--- src/rtl/pkg_param_streamer_if.sv ---
// Request/beat bus of pkg_param_streamer: index request in, fixed-width beats out.
// slave = the streamer, master = the requester/sink.
interface pkg_param_streamer_if #(
  parameter int DATA_W = 32,
  parameter int IDX_W  = 4
);
  logic              req_valid;
  logic              req_ready;
  logic [IDX_W-1:0]  req_idx;
  logic              out_valid;
  logic              out_ready;
  logic [DATA_W-1:0] out_data;
  logic              out_last;
  logic [9:0]        out_width;
  logic              err;

  modport slave (
    input  req_valid, req_idx, out_ready,
    output req_ready, out_valid, out_data, out_last, out_width, err
  );

  modport master (
    output req_valid, req_idx, out_ready,
    input  req_ready, out_valid, out_data, out_last, out_width, err
  );
endinterface

--- src/rtl/pkg_param_streamer.sv ---
// Streams one package constant (chosen by index) as LSB-first zero-extended beats.
// Optional PKG_STREAM_CHECKSUM_EN appends an XOR-of-all-data-beats beat that carries out_last.
module pkg_param_streamer #(
  parameter int DATA_W = 32,
  parameter int IDX_W  = 4
) (
  input  logic                clk,
  input  logic                rst,
  pkg_param_streamer_if.slave bus
);
  localparam int TBL_W   = 640;
  localparam int NUM_ENT = 15;
  localparam int CTR_W   = $clog2(600 / DATA_W + 1);

  typedef enum logic [1:0] {S_IDLE, S_LOAD, S_STREAM, S_ERR} state_t;

  function automatic logic [9:0] width_of(input logic [IDX_W-1:0] idx);
    case (int'(idx))
      2:       return 10'd1;
      3:       return 10'd2;
      4:       return 10'd600;
      5, 11:   return 10'd8;
      6:       return 10'd16;
      8, 12:   return 10'd64;
      10:      return 10'd130;
      default: return 10'd32;
    endcase
  endfunction

  function automatic logic [TBL_W-1:0] val_of(input logic [IDX_W-1:0] idx);
    logic [TBL_W-1:0] v;
    v = '0;
    case (int'(idx))
      0:  v[31:0] = 32'd5;
      1:  v[31:0] = 32'd8;
      2:  v[0]    = 1'b1;
      3:  v[1:0]  = 2'd3;
      4:  v[83:0] = 84'ha364c9849f8298c66d659;
      5:  v[7:0]  = 8'd100;
      6:  v[15:0] = 16'hF618;
      7:  v[31:0] = 32'd50;
      8:  v[43:0] = 44'h11c98c031cb;
      9:  v[31:0] = 32'd125000;
      10: v[63:0] = 64'h8c523ec7dc553a2b;
      11: v[7:0]  = 8'd200;
      12: v[35:0] = 36'h2540be400;
      13: v[31:0] = 32'd11;
      14: v[31:0] = 32'd4;
      default: v = '0;
    endcase
    return v;
  endfunction

  function automatic logic [CTR_W-1:0] nbeats_of(input logic [IDX_W-1:0] idx);
    int n;
    n = (int'(width_of(idx)) + DATA_W - 1) / DATA_W;
    return CTR_W'(n);
  endfunction

  // Bits at or above the declared width always read as zero.
  function automatic logic [DATA_W-1:0] beat_of(input logic [IDX_W-1:0] idx,
                                                input logic [CTR_W-1:0] ctr);
    logic [TBL_W-1:0] v;
    v = val_of(idx) & ~({TBL_W{1'b1}} << width_of(idx));
    v = v >> (int'(ctr) * DATA_W);
    return v[DATA_W-1:0];
  endfunction

  state_t            r_state;
  logic              r_req_ready;
  logic              r_out_valid;
  logic              r_last;
  logic [DATA_W-1:0] r_data;
  logic [9:0]        r_width;
  logic              r_err;
  logic [CTR_W-1:0]  r_ctr;
  logic [CTR_W-1:0]  r_n;
  logic [IDX_W-1:0]  r_idx;
  logic [CTR_W-1:0]  w_ctr_nxt;
`ifdef PKG_STREAM_CHECKSUM_EN
  logic [DATA_W-1:0] r_csum;
`endif

  assign w_ctr_nxt = r_ctr + CTR_W'(1);

  always_ff @(posedge clk) begin
    if (rst) begin
      r_state     <= S_IDLE;
      r_req_ready <= 1'b1;
      r_out_valid <= 1'b0;
      r_last      <= 1'b0;
      r_data      <= '0;
      r_width     <= '0;
      r_err       <= 1'b0;
      r_ctr       <= '0;
      r_n         <= '0;
      r_idx       <= '0;
`ifdef PKG_STREAM_CHECKSUM_EN
      r_csum      <= '0;
`endif
    end else begin
      case (r_state)
        S_IDLE: if (bus.req_valid) begin
          r_req_ready <= 1'b0;
          if (int'(bus.req_idx) < NUM_ENT) begin
            r_idx   <= bus.req_idx;
            r_state <= S_LOAD;
          end else begin
            r_err   <= 1'b1;
            r_state <= S_ERR;
          end
        end
        S_LOAD: begin
          r_width     <= width_of(r_idx);
          r_n         <= nbeats_of(r_idx);
          r_ctr       <= '0;
          r_data      <= beat_of(r_idx, '0);
          r_out_valid <= 1'b1;
`ifdef PKG_STREAM_CHECKSUM_EN
          r_last      <= 1'b0;
          r_csum      <= '0;
`else
          r_last      <= (nbeats_of(r_idx) == CTR_W'(1));
`endif
          r_state     <= S_STREAM;
        end
        S_STREAM: if (bus.out_ready) begin
          if (r_last) begin
            r_out_valid <= 1'b0;
            r_last      <= 1'b0;
            r_data      <= '0;
            r_req_ready <= 1'b1;
            r_state     <= S_IDLE;
          end else begin
            r_ctr <= w_ctr_nxt;
`ifdef PKG_STREAM_CHECKSUM_EN
            // Counter slot N is the checksum beat that follows the N data beats.
            r_csum <= r_csum ^ r_data;
            if (w_ctr_nxt == r_n) begin
              r_data <= r_csum ^ r_data;
              r_last <= 1'b1;
            end else begin
              r_data <= beat_of(r_idx, w_ctr_nxt);
              r_last <= 1'b0;
            end
`else
            r_data <= beat_of(r_idx, w_ctr_nxt);
            r_last <= (w_ctr_nxt == r_n - CTR_W'(1));
`endif
          end
        end
        S_ERR: begin
          r_err       <= 1'b0;
          r_req_ready <= 1'b1;
          r_state     <= S_IDLE;
        end
        default: r_state <= S_IDLE;
      endcase
    end
  end

  assign bus.req_ready = r_req_ready;
  assign bus.out_valid = r_out_valid;
  assign bus.out_data  = r_data;
  assign bus.out_last  = r_last;
  assign bus.out_width = r_width;
  assign bus.err       = r_err;
endmodule

--- src/flat_wrapper.sv ---
// flat-port wrapper written by rule: the top's interface ports become plain ports
module pkg_param_streamer_flat 
#(
  parameter int DATA_W = 32,
  parameter int IDX_W  = 4
)
  (clk, rst, bus_req_valid, bus_req_idx, bus_out_ready, bus_req_ready, bus_out_valid, bus_out_data, bus_out_last, bus_out_width, bus_err);
  pkg_param_streamer_if #(.DATA_W(DATA_W), .IDX_W(IDX_W)) bus_i ();
  input  logic clk;
  input  logic rst;
  input wire logic [$bits(bus_i.req_valid)-1:0] bus_req_valid;
  input wire logic [$bits(bus_i.req_idx)-1:0] bus_req_idx;
  input wire logic [$bits(bus_i.out_ready)-1:0] bus_out_ready;
  output wire logic [$bits(bus_i.req_ready)-1:0] bus_req_ready;
  output wire logic [$bits(bus_i.out_valid)-1:0] bus_out_valid;
  output wire logic [$bits(bus_i.out_data)-1:0] bus_out_data;
  output wire logic [$bits(bus_i.out_last)-1:0] bus_out_last;
  output wire logic [$bits(bus_i.out_width)-1:0] bus_out_width;
  output wire logic [$bits(bus_i.err)-1:0] bus_err;
  assign bus_i.req_valid = bus_req_valid;
  assign bus_i.req_idx = bus_req_idx;
  assign bus_i.out_ready = bus_out_ready;
  assign bus_req_ready = bus_i.req_ready;
  assign bus_out_valid = bus_i.out_valid;
  assign bus_out_data = bus_i.out_data;
  assign bus_out_last = bus_i.out_last;
  assign bus_out_width = bus_i.out_width;
  assign bus_err = bus_i.err;
  pkg_param_streamer #(.DATA_W(DATA_W), .IDX_W(IDX_W)) u_core (.clk(clk), .rst(rst), .bus(bus_i));
endmodule
--- config.mk ---
export PLATFORM = sky130hd
export DESIGN_NAME = pkg_param_streamer_flat
export DESIGN_NICKNAME = d
export VERILOG_FILES = /design/src/rtl/pkg_param_streamer_if.sv /design/src/rtl/pkg_param_streamer.sv /design/src/flat_wrapper.sv
export SDC_FILE = /design/constraint.sdc
export NUM_CORES = 1
export LEC_CHECK = 0
export CORE_AREA = 2 2 88 90
export CTS_CLUSTER_SIZE = 20
export DETAILED_ROUTE_END_ITERATION = 7
export DIE_AREA = 0 0 90 92
export PLACE_DENSITY = 0.81
export SLEW_MARGIN = 20
export SYNTH_ARGS = -nofsm -noshare
export SYNTH_HDL_FRONTEND = slang
export SYNTH_SLANG_ARGS = --single-unit
--- constraint.sdc ---
create_clock -name clk -period 2.6 [get_ports clk]
set_input_delay 0.52 -clock clk [delete_from_list [all_inputs] [get_ports clk]]
set_output_delay 0.52 -clock clk [all_outputs]
set_load 0.05 [all_outputs]
### Word level (Yosys, flattened, before mapping)

Memory sizes are Yosys's and may differ from the RTL's. A register that Yosys moved wholly into a read port is not among the register bits.
Index checks and enable logic that the tools add are counted.
W data, S select, Z words.

* flip-flop bits (word level): 62
* input bits: 8
* memories kept: 5
* latch bits: 0
* output and inout port bits: 46
* memory bits (writable): 0
* bits in read-only memories: 640

* div/mod/pow operators: 0
* multiplexer cells: 101
* eq/ne operators: 24
* multiply operators: 0
* shifts and indexed selects: 3
* bitwise logic cells: 6
* order comparisons: 1
* add/sub/neg operators: 8
* reductions and logical operators: 19

Memory list
* (no name shown): depth 16, width 8, read ports 1, clocked after Yosys merged registers in 1, wr ports 0, line pkg_param_streamer.sv:18 `case (int'(idx))`
* (no name shown): depth 16, width 8, read ports 1, clocked after Yosys merged registers in 1, wr ports 0, line pkg_param_streamer.sv:18
* (no name shown): depth 16, width 8, read ports 1, clocked after Yosys merged registers in 1, wr ports 0, line pkg_param_streamer.sv:18
* (no name shown): depth 16, width 8, read ports 1, clocked after Yosys merged registers in 1, wr ports 0, line pkg_param_streamer.sv:18
* (no name shown): depth 16, width 8, read ports 1, clocked after Yosys merged registers in 1, wr ports 0, line pkg_param_streamer.sv:18

Operators by type and width (number)
* $mux W556: 4
* $and A640 B640 Y640: 1
* $not A640 Y640: 1
* $shl A640 B10 Y32 const A: 1
* $shl A640 B10 Y640 const A: 1
* $shr A640 B10 Y32: 1
* $mux W20: 9
* $mux W10: 10
* $mux W16: 6
* $mux W8: 10
* $pmux W16 S5: 1
* $mux W32: 2
* $pmux W32 S2: 1
* $pmux W6 S9: 1
* $mux W4: 12
* $pmux W8 S6: 1
* $pmux W20 S2: 1
* $mux W6: 6
* $and A32 B32 Y32: 1
* $not A32 Y32: 1
* $eq A4 B4 Y1 const B: 7
* $pmux W8 S3: 1
* $sub A11 B1 Y12 const B: 2
* $mux W1: 23
* other kinds (32): 58

### Longest topological paths before layout

Gate-level depths: netlist (run 1).

* depth in word-level cells: 12
* gate-level depth with buffers: 8
* gate-level depth less buffers: 7

### Worst setup path before layout (run 1)

Ideal clock, no wire load.

* path type: register to register
* from: register u_core.r_ctr[0]
* to: register u_core.r_data[3], in the netlist u_core.bus.out_data[3]
* stages on the path, launching flop included: 7
* path buffers: 0
* data arrival time: 1.854 ns
* library setup time: 0.086 ns
* data required time: 2.514 ns
* setup slack: 0.661 ns
* cell sequence: dfxtp_1 ha_1 xnor2_1 a31oi_2 a211o_1 or3b_1 a211oi_1

* longest elaborated chain between the ends: 5

RTL lines
* from (decl): line pkg_param_streamer.sv:76 `logic [CTR_W-1:0] r_ctr;`
* from (signal assigned): line pkg_param_streamer.sv:135 `r_ctr <= w_ctr_nxt;`
* $add A5 B1 Y5: line pkg_param_streamer.sv:84 `assign w_ctr_nxt = r_ctr + CTR_W'(1);`
* $shr A640 B10 Y32: line pkg_param_streamer.sv:65 `v = v >> (int'(ctr) * DATA_W);`
* $mux W32: line pkg_param_streamer.sv:128 `if (r_last) begin`
* $mux W32: line pkg_param_streamer.sv:127 `S_STREAM: if (bus.out_ready) begin`
* $pmux W32 S2: line pkg_param_streamer.sv:102 `case (r_state)`
* to (signal assigned): line pkg_param_streamer.sv:117 `r_data <= beat_of(r_idx, '0);`
* to (signal assigned): line pkg_param_streamer.sv:147 `r_data <= beat_of(r_idx, w_ctr_nxt);`
* to (decl): line pkg_param_streamer.sv:73 `logic [DATA_W-1:0] r_data;`

No other way between the ends. The select of a mux whose other input is x is not followed.
A chain may end at the register's enable or synchronous reset.

### Worst setup path after layout (run 1)

* from: register u_core.r_idx[2]
* to: register u_core.r_data[13], in the netlist u_core.bus.out_data[13]

* longest elaborated chain between the ends: 11
* elaborated cells on any way between the ends: 29
* those cells by class: 6 x eq/ne; 1 x shift; 20 x mux; 2 x bitwise

RTL lines
* from (decl): line pkg_param_streamer.sv:78 `logic [IDX_W-1:0] r_idx;`
* from (signal assigned): line pkg_param_streamer.sv:106 `r_idx <= bus.req_idx;`
* $eq A4 B4 Y1 or $eq A4 B3 Y1 (tied branches): line pkg_param_streamer.sv:33 `case (int'(idx))`
* $pmux W8 S6 (tied with other cells): line pkg_param_streamer.sv:33
* $mux W8 or $mux W20 (tied branches): line pkg_param_streamer.sv:128
* $mux W8 or $mux W20 (tied branches): line pkg_param_streamer.sv:127
* $mux W8 or $mux W20 (tied branches): line pkg_param_streamer.sv:102
* $mux W8 or $mux W20 (tied branches): line pkg_param_streamer.sv:87 `if (rst) begin`
* $and A640 B640 Y640: line pkg_param_streamer.sv:64 `v = val_of(idx) & ~({TBL_W{1'b1}} << width_of(idx));`
* $shr A640 B10 Y32: line pkg_param_streamer.sv:65
* $mux W32: line pkg_param_streamer.sv:128
* $mux W32: line pkg_param_streamer.sv:127
* $pmux W32 S2 *: line pkg_param_streamer.sv:102

Every way passes the cells marked *; elsewhere a longest branch is shown, timed or not. The select of a mux whose other input is x is not followed.

==> results of run 1 <==
## where the power goes
group	switching [uW]	leakage, uW	total, uW	internal, uW
Sequential	84.8	0.000513	1110	1030
Combinational	650	0.00113	992	343
Clock	369	0.0000902	776	407
## area by class of cell
class | instances | area [um^2] | share of cell area [%]
Tap cell | 102 | 128 | 2.66
Multi-Input combinational cell | 400 | 2450 | 51.0
Inverter | 10 | 37.5 | 0.782
Clock buffer | 12 | 165 | 3.44
Sequential cell | 63 | 1260 | 26.3
Clock inverter | 1 | 5.00 | 0.104
Timing Repair Buffer | 85 | 758 | 15.8
## worst max-delay path, cell delays in order, from the launching register on
cell	delay, ps
sky130_fd_sc_hd__dfxtp_1	700
sky130_fd_sc_hd__nor4b_1	510
sky130_fd_sc_hd__buf_4	220
sky130_fd_sc_hd__nor2_1	40
sky130_fd_sc_hd__buf_4	160
sky130_fd_sc_hd__o21ai_0	280
sky130_fd_sc_hd__nand4_1	150
sky130_fd_sc_hd__a21oi_1	160
## cell families after synthesis
family / share of synthesized area, %
AO/OA/AOI/OAI: 31.2
AND/OR/NAND/NOR: 24.9
flip-flops: 31.6
buffers and inverters: 7.32
XOR/XNOR: 4.18
adder cells (fa/ha/maj): 0.628
other: 0.0941
## metrics by stage
| step | util (%) | worst slack [ps] | hold WS (ps) | cells | area (um^2) |
|---|---|---|---|---|---|
| final | 64.5 | 291 | 458 | 673 | 4800 |
| after global routing | 64.5 | 115 | 481 | 673 | 4800 |
| after CTS | 64.5 | 341 | 458 | 673 | 4800 |
| after detailed placement | 62.2 | 3.72 | 444 | 660 | 4630 |
| after global placement | 62.2 | 52.0 | 440 | 660 | 4630 |
| after floorplan | - | 661 | 449 | 523 | 4000 |
## cells in the final DEF (no fill, tap or decap), types with 3 or more instances in the layout
cell type                         instances
sky130_fd_sc_hd__dfxtp_1                 63
sky130_fd_sc_hd__inv_1                    8
sky130_fd_sc_hd__and2_1                   4
sky130_fd_sc_hd__nor2_2                   3
sky130_fd_sc_hd__nand2b_1                 7
sky130_fd_sc_hd__a31oi_1                  8
sky130_fd_sc_hd__clkdlybuf4s50_1         48
sky130_fd_sc_hd__a32oi_1                  3
sky130_fd_sc_hd__nor2_1                  51
sky130_fd_sc_hd__a21oi_2                  3
sky130_fd_sc_hd__nand4_1                 10
sky130_fd_sc_hd__a211o_1                  4
sky130_fd_sc_hd__buf_4                   37
sky130_fd_sc_hd__nand2_1                 36
sky130_fd_sc_hd__nor4_1                   5
sky130_fd_sc_hd__nand3_1                 15
sky130_fd_sc_hd__nor3_1                  15
sky130_fd_sc_hd__xnor2_1                 12
sky130_fd_sc_hd__or3_1                    4
sky130_fd_sc_hd__a32o_1                   5
sky130_fd_sc_hd__a211oi_1                10
sky130_fd_sc_hd__conb_1                   5
sky130_fd_sc_hd__a21o_1                   7
sky130_fd_sc_hd__a221oi_1                 6
sky130_fd_sc_hd__a21oi_1                 52
sky130_fd_sc_hd__o32ai_1                  3
sky130_fd_sc_hd__nor2b_1                  8
sky130_fd_sc_hd__nor3b_1                  3
sky130_fd_sc_hd__a22oi_1                  5
sky130_fd_sc_hd__o211ai_1                 7
sky130_fd_sc_hd__o21a_1                   4
sky130_fd_sc_hd__o21ai_0                 45
sky130_fd_sc_hd__o2111ai_1                4
sky130_fd_sc_hd__and3_1                   5
sky130_fd_sc_hd__o31ai_1                  3
sky130_fd_sc_hd__clkbuf_8                12
sky130_fd_sc_hd__xor2_1                   7
## worst min-delay path by stage
stage | cells after the start | slack [ps] | end
finish | 2 | 460 | u_core.bus.out_data[8]$_SDFFE_PP0P_
global route | 2 | 480 | u_core.bus.out_width[0]$_SDFFE_PP0P_
CTS | 2 | 460 | u_core.bus.out_data[8]$_SDFFE_PP0P_
detailed placement | 2 | 440 | u_core.bus.out_data[8]$_SDFFE_PP0P_
global placement | 2 | 440 | u_core.bus.out_width[4]$_SDFFE_PP0P_
floorplan | 2 | 450 | u_core.r_n[4]$_SDFFE_PP0P_
## metal layers
| layer | share of wire [%] | GRT usage [%] | up-vias | wire [um] |
|---|---|---|---|---|
| li1 | - | - | 2011 | - |
| met1 | 41 | 42.7 | 2006 | 5590 |
| met2 | 46 | 53.8 | 254 | 6210 |
| met3 | 9.5 | 6.66 | 46 | 1280 |
| met4 | 3.3 | 14.6 | 0 | 448 |
| met5 | 0 | 0 | - | 0 |
==> flow_results.org, run 1 <==
** CTS
- Root cell of the clock tree :: sky130_fd_sc_hd__clkbuf_8
- Counting along the longest clock path gives a buffer depth of 2.
- Sink Count :: 63
- The H-tree was split into 3 levels.
- Worst-Skew Late Latency :: 350 ps
- Hold buffers post-CTS :: 0
- TritonCTS Buffers :: 9
- TritonCTS built the clock tree.
- Post-CTS setup buffer count :: 0
- Number of gates given a new drive strength after cts :: 0
- Clock-pin slew was measured on the worst setup and hold paths at 60 ps.

** Logic synthesis
- Yosys mapped a number of flops with a built-in enable equal to 0.
- Most area-consuming cells after synthesis :: sky130_fd_sc_hd__dfxtp_1 (32%), sky130_fd_sc_hd__a21oi_1 (6.5%), sky130_fd_sc_hd__o21ai_0 (5.7%)
- Syn Inst Count :: 519
- Netlist area before placement :: 0.00399 mm^2
- The synthesized design contains 63 register bits.
- In this run, distinct cell masters in the synthesized netlist total 74.
- Sorting the synthesized cells by how often they occur yields sky130_fd_sc_hd__dfxtp_1 (63), sky130_fd_sc_hd__a21oi_1 (52), sky130_fd_sc_hd__nor2_1 (51), sky130_fd_sc_hd__o21ai_0 (45), sky130_fd_sc_hd__nand2_1 (36).
- Fraction of registers with async set/reset :: 0%
- Sequential elements use 31.6% of the synthesized area.
- Mean Syn Cell Area :: 7.68 um^2
- Most frequent cell after synthesis :: sky130_fd_sc_hd__dfxtp_1
- Dominant synthesized flop cell :: sky130_fd_sc_hd__dfxtp_1
- During synthesis, Yosys emitted a total of 0 warnings.
- Of the post-synthesis cell area, the dominant cell type holds 31.6%.
- Cell accounting for the most synthesized area :: sky130_fd_sc_hd__dfxtp_1

** GRT
- Summed over all layers, the global routing overflow is 0.
- Wire length of the first global-routing pass :: 21,600 um
- Entering global routing, the biggest net connects 23 pins.
- Global-route usage over all layers :: 33.1%
- The number of antenna violations at the first check in global routing is 0.
- Via count of the first global-routing pass :: 4,050

** Pwr
- Standby leakage power :: 0.00174 uW
- Across the VDD grid, the largest voltage drop is 0.363 mV.
- Final Total Pwr :: 2880 uW
- Areal power density over the cells :: 600 mW/mm^2

** STA
- The number of pins with negative max-slew slack in the final report came to 0.
- Final period demand of the worst path :: 2310 ps
- Setup total negative slack on the finished layout was measured at 0 ps.
- After layout, the worst path uses 88.8% of the clock period.
- The number of hold-slack violations in the final timing report came to 0.
- Setup repair after global routing left no endpoint under its margin.
- The worst pin sits at a relative slew slack of 40.9%.
- For this run, the top clock speed supported by timing is 433 MHz.
- Worst Skew :: 9.89 ps
- At the pin with the least slew margin, the transition time is 883 ps.
- Setup violations remaining at the end of the flow were counted as 0.

** Floorplanning
- Area of the placeable core :: 0.00745 mm^2
- The die covers 0.00828 mm^2.
- Once the floorplan was initialized, standard cells occupied 53.5% of the core.
- Die Span X :: 90 um
- 54 I/O pins were placed.
- Die Span Y :: 92 um
- The floorplan has 32 rows.

** Setup path
- R2r startpoint :: u_core.r_idx[2]$_SDFFE_PP0P_
- RR Endpoint :: u_core.bus.out_data[13]$_SDFFE_PP0P_
- Across all register-to-register paths, the minimum setup slack is 290 ps.
- Critical Path Sink :: u_core.bus.out_data[13]$_SDFFE_PP0P_
- In this run the worst path has a maximum fanout of 16.
- The worst setup path is launched from a flop.
- The critical path in this run is classified as flop to flop.
- The worst setup path is captured at a flop.
- Worst Reg2Reg Path Length in Cells :: 7
- Endpoint required time on the critical path :: 2870 ps
- STA puts the critical path data arrival time at 2580 ps.
- The critical path starts at u_core.r_idx[2]$_SDFFE_PP0P_.

** Placed design
- Gpl congestion :: 0.984
- Dpl hpwl :: 9850 um
- Count of input and output buffers :: 48

** Cells and area
- Filler cell count :: 705
- After the last flow step, the layout net total stands at 579.
- Antenna Diode Count :: 0
- Post-synthesis to final-layout area growth :: 20.5%
- The post-route netlist has 12.6% of its cells at a drive strength greater than 1.

** Routing
- Vias per Instance :: 6.41
- DR WL/cell :: 20.1 um
- After the first detailed-routing iteration, the DRC count stood at 519.
- Drt total wl :: 13,500 um
- The detailed router placed 4,317 vias in this run.
- Number of search-and-repair iterations in the first detailed-routing pass :: 5
- In this run the remaining antenna-violating nets after routing total 0.
- In the routed design, unresolved DRC markers number 0.

** Run status
- Outcome :: complete, no violations

** Min path
- The path class of the tightest hold or removal check is flop to flop.
- Start point of the worst hold path :: u_core.bus.out_data[8]$_SDFFE_PP0P_

** Flow run
- The tool flagged a number of max-cap violations equal to 0.
Note: power is estimated with default switching activity, not from simulation.
==> run 2, diff against run 1 <==
==> constraint.sdc (replaced) <==
create_clock -name clk -period 2.6 [get_ports clk]
set_input_delay 0.52 -clock clk [delete_from_list [all_inputs] [get_ports clk]]
set_output_delay 0.52 -clock clk [all_outputs]
set_load 0.01 [all_outputs]
==> run 2 against run 1 <==
- sequential share of layout area fell by 0.23 points
- count of clock-buffer cells in the layout unchanged
- via count rose by 1.6%
- largest power group unchanged
==> flow_results.org, run 2 (same netlist as run 1, synthesis figures left out) <==
** STA
- Hold is met by 452 ps.
- Number of pins with negative max-slew slack in the final report :: 0
- Final Worst Setup Slack :: 298 ps
- Worst Skew :: 9.06 ps
- Endpoints failing setup :: 0
- Setup total negative slack on the finished layout was measured at 0 ps.
- Setup repair after global routing left no endpoint under its margin.
- Tightest slew margin relative to the limit :: 37.5%
- Derived from the worst setup path, the maximum achievable clock frequency is 434 MHz.
- The smallest clock period supported by the final layout is computed as 2300 ps.
- Final cycle utilization of the critical path :: 88.5%
- The number of hold-slack violations in the final timing report came to 0.
- Slew at the pin closest to its max-slew limit :: 934 ps

** Cells and area
- In the final layout, the multi-input gates occupy 0.00245 mm^2.
- The finished layout holds 677 standard cells, fillers aside.
- With fillers left out, the area of the finished cells amounts to 0.00484 mm^2.
- Leading cell types in the layout, fill and taps excluded :: sky130_fd_sc_hd__dfxtp_1 (63), sky130_fd_sc_hd__a21oi_1 (52), sky130_fd_sc_hd__nor2_1 (51)
- The net count of the finished layout is 580.
- Fraction of layout cells with a size suffix above 1 :: 12.7%
- Filler cell count :: 710
- Relative to the synthesized area, the layout overhead comes to 21.6%.
- Most common cell after layout, fill and taps aside :: sky130_fd_sc_hd__dfxtp_1
- FF/Latch Area :: 0.00126 mm^2
- Antenna Diode Count :: 0

** Routing
- Number of routed nets with antenna violations :: 0
- For this run, design rule violations remaining after detail routing come to 0.
- Summing over every cut layer, the via total after detailed routing is 4,385.
- The final layout contains routed wiring with a total length of 13,800 um.
- The pre-antenna-repair detailed-routing pass consisted of 5 iterations.
- Vias per Instance :: 6.48
- In the final routed layout, each cell accounts on average for 20.3 um.
- DRC marker count from the first detailed-route iteration :: 556

** CTS
- Once the clock tree was built, the setup fixing pass inserted 0 buffers.
- Buffers inserted during clock tree synthesis total 9.
- Deepest clock path buffer count :: 2
- The root buffer cell chosen for the clock tree is sky130_fd_sc_hd__clkbuf_8.
- Clock slew at reported path FFs :: 70 ps
- Sink Count :: 63
- CTS built an H-tree with a depth of 3.
- Number of gates given a new drive strength after cts :: 0
- Worst-Skew Late Latency :: 370 ps
- CTS tree :: done
- Hold buffers post-CTS :: 0

** Floorplanning
- Area of the die :: 0.00828 mm^2
- Ports :: 54
- Area of the placeable core :: 0.00745 mm^2
- Die Span X :: 90 um
- Placement row count :: 32
- The die is 92 um tall.
- Starting utilization of the core area :: 53.5%

** Setup path
- STA classifies the critical path endpoint as a flop.
- At the worst endpoint, the arrival time is 2560 ps.
- Max Fanout on Critical Path :: 19
- STA classifies the critical path startpoint as an input pin.
- Launching instance or port of the critical path :: rst
- Worst Reg2Reg Path Length in Cells :: 5
- Data on the critical path is required at its endpoint by 2850 ps.
- CP Class :: input pin to flop
- R2r startpoint :: u_core.r_idx[2]$_SDFFE_PP0P_

** Placed design
- The placed instances occupy a cell area of 0.00464 mm^2.
- Placed cell count :: 661
- Gpl congestion :: 0.986
- Dpl hpwl :: 9850 um
- OpenSTA, run right after detailed placement, puts the worst setup slack at -21.2 ps.
- In this run the tool buffered the top-level ports with 48 buffer cells.

** GRT
- Pin count of the biggest net entering global routing :: 23
- Number of antenna violations at the first check in global routing :: 0
- Via count of the first global-routing pass :: 4,214
- Wire length of the first global-routing pass :: 21,900 um
- Global-route usage over all layers :: 33.5%
- Overflow left after global routing :: 0

** Pwr
- Standby leakage power :: 0.00176 uW
- VDD sags by at most 0.493 mV.
- Dividing total power by cell area gives a power density of 602 mW/mm^2.

** Min path
- The tightest min-delay check is of the flop to flop type.
- The worst hold path begins at u_core.bus.out_width[4]$_SDFFE_PP0P_.
- Worst Hold Path Cells :: 2

** Run status
- The run finished with clean final reports.

** Flow run
- Max-cap viol count :: 0
-- run 2: layout make-up --
type	count	area share, %
sequential	63	26.0
clock inverter	4	1.45
tap	102	2.63
inverter	10	0.775
clock buffer	12	2.79
timing repair buffer	86	15.8
multi-input combinational	400	50.5
-- run 2: stage by stage --
step | util [%] | power (uW)
floorplan | - | 1650
global placement | 62.3 | 1960
detailed placement | 62.3 | 1970
CTS | 65.1 | 2890
global route | 65.1 | 3030
finish | 65.1 | 2920
-- run 2: power breakdown --
part	switching (uW)	internal [uW]
Combinational	527	345
Sequential	85.3	1030
Clock	394	538
-- run 2: worst max-delay path, cell delays in order --
cell and delay, ps:
sky130_fd_sc_hd__clkdlybuf4s50_1 730, sky130_fd_sc_hd__clkinv_1 590, sky130_fd_sc_hd__o221ai_4 300, sky130_fd_sc_hd__xnor2_1 130
sky130_fd_sc_hd__a221oi_1 280
-- run 2: layer usage --
layer  up-vias  global-route usage (%)  part of all wire, %
met2       290                    53.3                   45
met4         0                    12.9                  2.7
li1       2011                       -                    -
met5         -                       0                    0
met3        48                    8.22                  9.4
met1      2036                    44.1                   43
-- run 2: path summary, 6_finish.rpt --
kind | end | slack, ps
worst min register to register | u_core.bus.out_width[4]$_SDFFE_PP0P_ | 450
worst max register to register | u_core.bus.out_data[3]$_SDFFE_PP0P_ | 300
worst min-delay path | u_core.bus.out_width[4]$_SDFFE_PP0P_ | 450
worst max-delay path | flop | 300
